**config.mk**
```make
export PLATFORM = sky130hd
export DESIGN_NAME = seq_nibble_divider_flat
export DESIGN_NICKNAME = d
export VERILOG_FILES = /design/src/rtl/seq_nibble_divider_if.sv /design/src/rtl/seq_nibble_divider.sv /design/src/flat_wrapper.sv
export SDC_FILE = /design/constraint.sdc
export NUM_CORES = 1
export LEC_CHECK = 0
export ABC_AREA = 1
export CAP_MARGIN = 25
export CORE_MARGIN = 2
export CORE_UTILIZATION = 45
export CTS_CLUSTER_SIZE = 20
export DETAILED_ROUTE_END_ITERATION = 8
export HOLD_SLACK_MARGIN = 0.02
export PLACE_DENSITY = 0.67
export SYNTH_ARGS = -nofsm -noshare
export SYNTH_HDL_FRONTEND = slang
export SYNTH_SLANG_ARGS = --single-unit
```
**constraint.sdc**
```tcl
create_clock -name clk -period 1.5 [get_ports clk]
set_input_delay 0.3 -clock clk [delete_from_list [all_inputs] [get_ports clk]]
set_output_delay 0.3 -clock clk [all_outputs]
set_load 0.01 [all_outputs]
```
**src/rtl/seq_nibble_divider_if.sv**
```systemverilog
`default_nettype none
// ============================================================================
//  Module      : seq_nibble_divider_if
//  Description : Operand-load / readback bus of the sequential nibble divider.
//                i_valid : nibble on i_nib is consumed on a clk edge while high
//                i_sel   : 0 selects quotient, 1 selects status/remainder
//                i_nib   : operand nibble (dividend hi, dividend lo, divisor)
//                o_data  : selected readback byte
//  Revision    : 1.0  initial release
// ============================================================================
interface seq_nibble_divider_if;
   logic       i_valid;
   logic       i_sel;
   logic [3:0] i_nib;
   logic [7:0] o_data;

   modport master (
      output i_valid,
      output i_sel,
      output i_nib,
      input  o_data
   );

   modport slave (
      input  i_valid,
      input  i_sel,
      input  i_nib,
      output o_data
   );
endinterface
`default_nettype wire

```
**src/rtl/seq_nibble_divider.sv**
```systemverilog
`default_nettype none
// ============================================================================
//  Module      : seq_nibble_divider
//  Description : Sequential 8-bit / 4-bit restoring divider. Operands arrive
//                nibble-serially; one quotient bit is produced per clock.
//  Ports       : clk    - rising-edge clock
//                rst_n  - asynchronous active-low reset
//                s_bus  - slave side of seq_nibble_divider_if
//                         (valid / sel / nibble in, readback byte out)
//                Readback: sel=0 -> quotient
//                          sel=1 -> {done, busy, dbz, 1'b0, remainder[3:0]}
//  Revision    : 1.0  initial release
// ============================================================================
module seq_nibble_divider #(
   parameter logic [7:0] DIVZERO_Q = 8'hFF
) (
   input  logic                 clk,
   input  logic                 rst_n,
   seq_nibble_divider_if.slave  s_bus
);

   typedef enum logic [2:0] {
      S_IDLE   = 3'd0,
      S_LD_LO  = 3'd1,
      S_LD_DIV = 3'd2,
      S_RUN    = 3'd3,
      S_DONE   = 3'd4
   } state_t;

   state_t     r_state, w_state_nxt;
   // Dividend register doubles as the quotient shift register: each RUN
   // step shifts the next dividend bit out of the top and the new quotient
   // bit in at the bottom, so after 8 steps it holds the full quotient.
   logic [7:0] r_dvd,   w_dvd_nxt;
   logic [3:0] r_dvs,   w_dvs_nxt;
   logic [3:0] r_rem,   w_rem_nxt;
   logic [2:0] r_cnt,   w_cnt_nxt;
   logic [7:0] r_q_res, w_q_res_nxt;
   logic [3:0] r_r_res, w_r_res_nxt;
   logic       r_done,  w_done_nxt;
   logic       r_dbz,   w_dbz_nxt;

   // One restoring step. The trial value t is 5 bits (up to 31), but the
   // stored remainder always ends below the divisor, so 4 bits hold it.
   logic [4:0] w_t;
   logic       w_ge;
   logic [3:0] w_diff;
   logic [3:0] w_rem_step;
   logic [7:0] w_dvd_step;
   logic       w_busy;

   assign w_t        = {r_rem, r_dvd[7]};
   assign w_ge       = (w_t >= {1'b0, r_dvs});
   // When t >= dvs the true difference is below 16, so the low nibble
   // difference is exact.
   assign w_diff     = w_t[3:0] - r_dvs;
   // When t < dvs, t < 16 and its top bit is zero.
   assign w_rem_step = w_ge ? w_diff : w_t[3:0];
   assign w_dvd_step = {r_dvd[6:0], w_ge};

   assign w_busy = (r_state == S_LD_LO) || (r_state == S_LD_DIV) ||
                   (r_state == S_RUN);

   assign s_bus.o_data = s_bus.i_sel ? {r_done, w_busy, r_dbz, 1'b0, r_r_res}
                                     : r_q_res;

   always_ff @(posedge clk or negedge rst_n) begin
      if (!rst_n) begin
         r_state <= S_IDLE;
         r_dvd   <= 8'h00;
         r_dvs   <= 4'h0;
         r_rem   <= 4'h0;
         r_cnt   <= 3'd0;
         r_q_res <= 8'h00;
         r_r_res <= 4'h0;
         r_done  <= 1'b0;
         r_dbz   <= 1'b0;
      end else begin
         r_state <= w_state_nxt;
         r_dvd   <= w_dvd_nxt;
         r_dvs   <= w_dvs_nxt;
         r_rem   <= w_rem_nxt;
         r_cnt   <= w_cnt_nxt;
         r_q_res <= w_q_res_nxt;
         r_r_res <= w_r_res_nxt;
         r_done  <= w_done_nxt;
         r_dbz   <= w_dbz_nxt;
      end
   end

   always_comb begin
      w_state_nxt = r_state;
      w_dvd_nxt   = r_dvd;
      w_dvs_nxt   = r_dvs;
      w_rem_nxt   = r_rem;
      w_cnt_nxt   = r_cnt;
      w_q_res_nxt = r_q_res;
      w_r_res_nxt = r_r_res;
      w_done_nxt  = r_done;
      w_dbz_nxt   = r_dbz;

      case (r_state)
         S_IDLE, S_DONE: begin
            // Previous result stays readable until the new one completes.
            if (s_bus.i_valid) begin
               w_dvd_nxt   = {s_bus.i_nib, r_dvd[3:0]};
               w_done_nxt  = 1'b0;
               w_dbz_nxt   = 1'b0;
               w_state_nxt = S_LD_LO;
            end
         end
         S_LD_LO: begin
            if (s_bus.i_valid) begin
               w_dvd_nxt   = {r_dvd[7:4], s_bus.i_nib};
               w_state_nxt = S_LD_DIV;
            end
         end
         S_LD_DIV: begin
            if (s_bus.i_valid) begin
               if (s_bus.i_nib != 4'h0) begin
                  w_dvs_nxt   = s_bus.i_nib;
                  w_rem_nxt   = 4'h0;
                  w_cnt_nxt   = 3'd7;
                  w_state_nxt = S_RUN;
               end else begin
                  // Divide by zero completes immediately without RUN cycles.
                  w_q_res_nxt = DIVZERO_Q;
                  w_r_res_nxt = 4'h0;
                  w_dbz_nxt   = 1'b1;
                  w_done_nxt  = 1'b1;
                  w_state_nxt = S_DONE;
               end
            end
         end
         S_RUN: begin
            // valid is deliberately ignored here.
            w_dvd_nxt = w_dvd_step;
            w_rem_nxt = w_rem_step;
            w_cnt_nxt = r_cnt - 3'd1;
            if (r_cnt == 3'd0) begin
               w_q_res_nxt = w_dvd_step;
               w_r_res_nxt = w_rem_step;
               w_done_nxt  = 1'b1;
               w_state_nxt = S_DONE;
            end
         end
         default: begin
            w_state_nxt = S_IDLE;
         end
      endcase
   end

endmodule
`default_nettype wire

```
**src/flat_wrapper.sv**
```systemverilog
// flat-port wrapper written by rule: the top's interface ports become plain ports
module seq_nibble_divider_flat 
#(
   parameter logic [7:0] DIVZERO_Q = 8'hFF
)
  (clk, rst_n, s_bus_i_valid, s_bus_i_sel, s_bus_i_nib, s_bus_o_data);
  seq_nibble_divider_if s_bus_i ();
  input  logic clk;
  input  logic rst_n;
  input wire logic [$bits(s_bus_i.i_valid)-1:0] s_bus_i_valid;
  input wire logic [$bits(s_bus_i.i_sel)-1:0] s_bus_i_sel;
  input wire logic [$bits(s_bus_i.i_nib)-1:0] s_bus_i_nib;
  output wire logic [$bits(s_bus_i.o_data)-1:0] s_bus_o_data;
  assign s_bus_i.i_valid = s_bus_i_valid;
  assign s_bus_i.i_sel = s_bus_i_sel;
  assign s_bus_i.i_nib = s_bus_i_nib;
  assign s_bus_o_data = s_bus_i.o_data;
  seq_nibble_divider #(.DIVZERO_Q(DIVZERO_Q)) u_core (.clk(clk), .rst_n(rst_n), .s_bus(s_bus_i));
endmodule
```
Word level (Yosys, flattened, before mapping)
Cells that the tools add are included.
{ "word_totals": {"reg_bits": 36, "latch_bits": 0, "ramBits": 0, "rom_bits": 0, "in_bits": 8, "out_inout_bits": 8, "wordCells": 75, "n_memories": 0} }
{ "op_classes": {"addsub": 2, "multipliers": 0, "n_div": 0, "n_lt_le_gt_ge": 1, "eq_ne": 10, "n_shift": 0, "n_mux": 31, "bitwise": 2, "n_reduce_logical": 19} }
{ "op_table": {"columns": ["operator", "n"], "rows": [
  ["$mux W8", 5],
  ["$mux W4", 7],
  ["$pmux W8 S3", 1],
  ["$mux W3", 7],
  ["$pmux W4 S2", 2],
  ["$pmux W8 S2", 1],
  ["$ne A2 B2 Y1 const B", 6],
  ["$pmux W3 S4", 1],
  ["$reduce_and A3 Y1", 4],
  ["$reduce_and A4 Y1", 3],
  ["$reduce_bool A2 Y1", 4],
  ["$eq A3 B2 Y1 const B", 2],
  ["$logic_not A3 Y1", 2],
  ["$pmux W3 S2", 1],
  ["$ge A5 B4 Y1", 1],
  ["$reduce_and A5 Y1", 1],
  ["$mux W1", 4],
  ["$reduce_bool A4 Y1", 1],
  ["$sub A4 B4 Y4", 1],
  ["$eq A3 B1 Y1 const B", 1],
  ["$eq A3 B3 Y1 const B", 1],
  ["$pmux W1 S3", 1],
  ["$reduce_bool A3 Y1", 1],
  ["$sub A3 B1 Y3 const B", 1],
  ["4 further kinds", 6]
]} }

Longest topological paths before layout
{ "depth": {"ltp_word": 4, "mapped_depth": 12, "depth_no_buf": 12} }

Worst setup path before layout
Ideal clock, no wire load.
{ "synth_path": {"path_kind": "reg-to-reg", "startpoint": "register u_core.r_rem[1]", "endpoint": "register u_core.r_r_res[1]", "setup_time_ns": 0.116, "arrival_ns": 1.485, "required_ns": 1.384, "path_slack_ns": -0.101, "stages_incl_launch_ff": 10, "n_path_buf": 0, "period_less_slack_ns": 1.601, "path_cell_list": "dfrtp_1 -> ha_1 -> a21oi_1 -> nand2_1 -> nand2_1 -> nand2_1 -> nand3_1 -> nand2_1 -> nand2_1 -> nand2_1"} }
{ "synth_via": {"elab_chain_len": 4} }
{ "synth_lines": {"columns": ["item", "line_no", "source"], "rows": [
  ["from (decl)", "seq_nibble_divider.sv:36", "logic [3:0] r_rem, w_rem_nxt;"],
  ["from (signal assigned)", "seq_nibble_divider.sv:82", "r_rem <= w_rem_nxt;"],
  ["$ge A5 B4 Y1", "seq_nibble_divider.sv:53", "assign w_ge = (w_t >= {1'b0, r_dvs});"],
  ["$mux W4", "seq_nibble_divider.sv:58", "assign w_rem_step = w_ge ? w_diff : w_t[3:0];"],
  ["$mux W4", "seq_nibble_divider.sv:140", "if (r_cnt == 3'd0) begin"],
  ["$pmux W4 S2", "seq_nibble_divider.sv:102", "case (r_state)"],
  ["to (signal assigned)", "seq_nibble_divider.sv:85", "r_r_res <= w_r_res_nxt;"],
  ["to (decl)", "seq_nibble_divider.sv:39", "logic [3:0] r_r_res, w_r_res_nxt;"]
]} }
Every way passes these cells. The select of a mux whose other input is x is not followed.
A chain may end at the register's enable or synchronous reset.

Worst setup path after layout
{ "layout_path": {"startpoint": "register u_core.r_cnt[1]", "endpoint": "register u_core.r_q_res[0]"} }
{ "layout_via": {"elab_chain_len": 3} }
{ "layout_lines": {"columns": ["item", "line_no", "source"], "rows": [
  ["from (decl)", "seq_nibble_divider.sv:37", "logic [2:0] r_cnt, w_cnt_nxt;"],
  ["from (signal assigned)", "seq_nibble_divider.sv:83", "r_cnt <= w_cnt_nxt;"],
  ["$logic_not A3 Y1", "seq_nibble_divider.sv:140", null],
  ["$ne A2 B2 Y1 (no line)", null, null],
  ["$reduce_and A4 Y1 (no line)", null, null],
  ["to (signal assigned)", "seq_nibble_divider.sv:84", "r_q_res <= w_q_res_nxt;"],
  ["to (decl)", "seq_nibble_divider.sv:38", "logic [7:0] r_q_res, w_q_res_nxt;"]
]} }
Every way passes these cells.

==> flow_metrics.py <==
metrics = {
    "status": {
        "status": "finished with violations",
        "violations": "negative setup slack",
    },
    "worst_setup_path": {
        "slowest_delay_ns": 0.38,
        "r2r_slack_ns": -0.04,
        "critPathSlowestCell": "dfrtp_1",
        "path_cells": "inv_2, ha_4, ha_4, inv_4, nand2_4, nand2_4, nor2_4, clkbuf_16, o21ai_4, o21ai_2",
        "worstPathArrival_ns": 1.76,
        "worst-path-max-fanout": 5,
        "reg2reg_depth": 10,
        "critPathRequiredTime_ns": 1.72,
        "r2r_end": "u_core.r_q_res[0]",
        "crit_path_start_kind": "flop",
        "crit_type": "reg -> reg",
        "regToRegStartpoint": "u_core.r_cnt[1]",
        "endpoint_kind": "flop",
    },
    "clock_network": {
        "htree_num_levels": 2,
        "cts_tree": "yes",
        "numCtsBuffers": 5,
        "clk_pin_slew_ns": 0.08,
        "insertion_delay_ns": 0.29,
        "cts_root_buffer": "clkbuf_8",
        "cts_sinks": 36,
        "clockBufferDepth": 2,
    },
    "drt": {
        "routed_wl_um": 4760,
        "initialDrtViolationCount": 105,
        "drcViolationCount": 0,
        "post_drt_wl_per_cell_um": 13.6,
        "detail-route-antenna-nets": 0,
        "num_vias": 1721,
        "drt-vias-per-instance": 4.92,
        "dr.pass1.iters": 4,
    },
    "flow_run": {
        "max_cap_violations": 0,
    },
    "power_and_ir_drop": {
        "p_seq_frac": 0.250,
        "p_per_area_mw_per_mm2": 2340,
        "internal_power_w": 0.00384,
        "p_switching_w": 0.00292,
        "power_frac_comb": 0.624,
        "vdd_drop_max_mv": 0.977,
        "switching_share": 0.433,
        "p_leak_nw": 1.42,
        "power_w": 0.00676,
        "clockPowerShare": 0.126,
    },
    "logic_synthesis": {
        "synth_seq_cells": 36,
        "yosys_warnings": 0,
        "syn_inst": 241,
        "synth-seq-area-share": 0.438,
        "synth_area_sq_mm": 0.00206,
        "avgSynthCellArea_sq_um": 8.54,
        "synth_fp_nets": 256,
        "synth_cell_type_count": 27,
    },
    "floorplanning": {
        "num_rows": 24,
        "die_area_sq_mm": 0.00513,
        "io_pins": 16,
        "core-area_sq_mm": 0.00438,
        "die_w_um": 71.6,
        "die_h_um": 71.6,
        "start_util": 0.469,
    },
    "grt": {
        "grt_pass1_wl_um": 7740,
        "grt_overflow": 0,
        "grt_max_degree": 37,
        "grt_pass1_vias": 1646,
        "grt_usage": 0.195,
        "antenna_found_initial": 0,
    },
    "sta": {
        "setup_violations": 10,
        "worst_slew_pin_slew_ns": 0.306,
        "fin_worst_skew_ns": 0.00764,
        "relSlewSlack": 0.796,
        "rsz0062_at_grt": "true",
        "worst_slack_ns": -0.0418,
        "fin_crit_sh": 1.03,
        "drv_slew": 0,
        "min_period_ns": 1.54,
        "hold_viol": 0,
        "holdWs_ns": 0.372,
        "fmax_ghz": 0.649,
    },
    "layout": {
        "utilization": 0.658,
        "multiInputGateArea_sq_mm": 0.00113,
        "ff_latch_area_sq_um": 902,
        "antennaDiodeCount": 0,
        "syn_to_final_growth_pct": 40.2,
        "num-fill-cells": 331,
        "final_nets": 312,
        "drive_above_1_share": 0.396,
    },
    "hold_path": {
        "hold_class": "in -> async",
    },
    "place": {
        "port_buffers": 15,
        "place_hpwl_um": 3220,
        "gp_congestion": 0.799,
    },
}
## sequential cells by signal (all words and copies together), names as in the netlist
register / count
u_core.r_state: 3
u_core.r_dbz: 1
u_core.r_cnt: 3
u_core.r_done: 1
u_core.r_rem: 4
u_core.r_r_res: 4
u_core.r_dvs: 4
u_core.r_q_res: 8
u_core.r_dvd: 8
## what timing repair did
item / CTS / global route
gates cloned: 1 / 3
setup buffers: 1 / 4
gates resized for setup: 38 / 34
endpoints found under the setup margin: 10 / 29
hold buffers: 0 / 0
pin swaps: 6 / 15
## cells by family after synthesis
family,Yosys count,synth area share
and+or+nand+nor,96,0.234
xor gates and xnor gates,1,0.00426
DFF,36,0.438
AOI/OAI and AO/OA,55,0.179
buffers and inverters,46,0.0985
adders and majority gates,7,0.0462
## Yosys cell counts
| cell | count | area share |
|---|---|---|
| a21oi_1 | 3 | 0.0073 |
| a21oi_2 | 1 | 0.0043 |
| a22oi_1 | 2 | 0.0073 |
| a31oi_1 | 3 | 0.0091 |
| buf_6 | 4 | 0.022 |
| clkbuf_1 | 1 | 0.0018 |
| dfrtp_1 | 36 | 0.44 |
| fa_1 | 1 | 0.0097 |
| ha_1 | 6 | 0.036 |
| inv_1 | 37 | 0.068 |
| inv_2 | 4 | 0.0073 |
| nand2_1 | 55 | 0.10 |
| nand2_2 | 5 | 0.015 |
| nand2_4 | 5 | 0.027 |
| nand3_1 | 13 | 0.032 |
| nand3_2 | 1 | 0.0049 |
| nand4_1 | 4 | 0.012 |
| nor2_1 | 9 | 0.016 |
| nor2_4 | 3 | 0.016 |
| nor2_8 | 1 | 0.0097 |
| o21ai_0 | 21 | 0.051 |
| o21ai_1 | 3 | 0.0073 |
| o21ai_2 | 18 | 0.077 |
| o21bai_1 | 1 | 0.0037 |
| o22ai_1 | 2 | 0.0061 |
| o22ai_2 | 1 | 0.0061 |
| xnor2_1 | 1 | 0.0043 |
## area by class of cell
| type | instances | share of cell area |
|---|---|---|
| repair buffers | 54 | 0.180 |
| well taps | 52 | 0.0226 |
| flip-flops and latches | 36 | 0.313 |
| clock inverters | 2 | 0.0121 |
| multi-input cells | 159 | 0.393 |
| clock buffers | 6 | 0.0252 |
| inverters | 41 | 0.0551 |
## metal layers
metal / global-route usage / share of wire / up-vias
met5: 0 / 0 / -
met4: 0.0881 / 0.021 / 0
met3: 0.0295 / 0.029 / 12
met2: 0.302 / 0.49 / 25
met1: 0.271 / 0.46 / 793
li1: - / - / 891
## metrics by stage
stage                     setup WS, ns  cells  cell area (sq um)  TNS, ns
after floorplan                 0.0521    241               2080        0
after global routing            -0.136    350               2880    -1.50
final                          -0.0418    350               2880   -0.263
after global placement          -0.437    333               2500    -7.16
after CTS                     0.000684    343               2670        0
after detailed placement        -0.439    333               2500    -7.96
## cell usage in the layout (no fill, tap or decap), types with 5 or more instances in the layout
| master | n |
|---|---|
| nand2_4 | 6 |
| inv_2 | 11 |
| clkbuf_8 | 5 |
| inv_1 | 28 |
| nand2_1 | 52 |
| nor2_1 | 7 |
| ha_4 | 5 |
| nand3_1 | 9 |
| o21ai_0 | 19 |
| o21ai_1 | 5 |
| nand3_2 | 5 |
| dfrtp_1 | 35 |
| o21ai_4 | 7 |
| nand2_2 | 7 |
| buf_4 | 30 |
| o21ai_2 | 11 |
## power groups by stage
stage | sequential [W] | combinational (W) | clock, W
2_1_floorplan | 0.00163 | 0.00235 | 0
3_3_place_gp | 0.00165 | 0.00338 | 0
3_5_place_dp | 0.00166 | 0.00344 | 0
4_1_cts | 0.00165 | 0.00365 | 0.000863
5_1_grt | 0.00173 | 0.00463 | 0.000915
6_report | 0.00169 | 0.00422 | 0.000850
## worst max-delay path, delay by kind of cell, from the launching register on
kind	cells	cell delay, ns
and+or+nand+nor	3	0.35
adders and majority gates	2	0.27
AOI/OAI and AO/OA	2	0.11
DFF	1	0.38
buffers and inverters	3	0.35
## worst max path at each step
stage                                   end  depth (start not counted)  slack, ns       startpoint
after floorplan           u_core.r_r_res[1]                          9       0.05  u_core.r_rem[1]
after global placement      s_bus_o_data[6]                          5      -0.44      s_bus_i_sel
after detailed placement    s_bus_o_data[6]                          5      -0.44      s_bus_i_sel
after CTS                 u_core.r_r_res[2]                         11     0.0007  u_core.r_rem[1]
after global routing      u_core.r_r_res[1]                         11      -0.14  u_core.r_rem[1]
final                     u_core.r_q_res[0]                         10      -0.04  u_core.r_cnt[1]
Note: power is estimated with default switching activity, not from simulation.
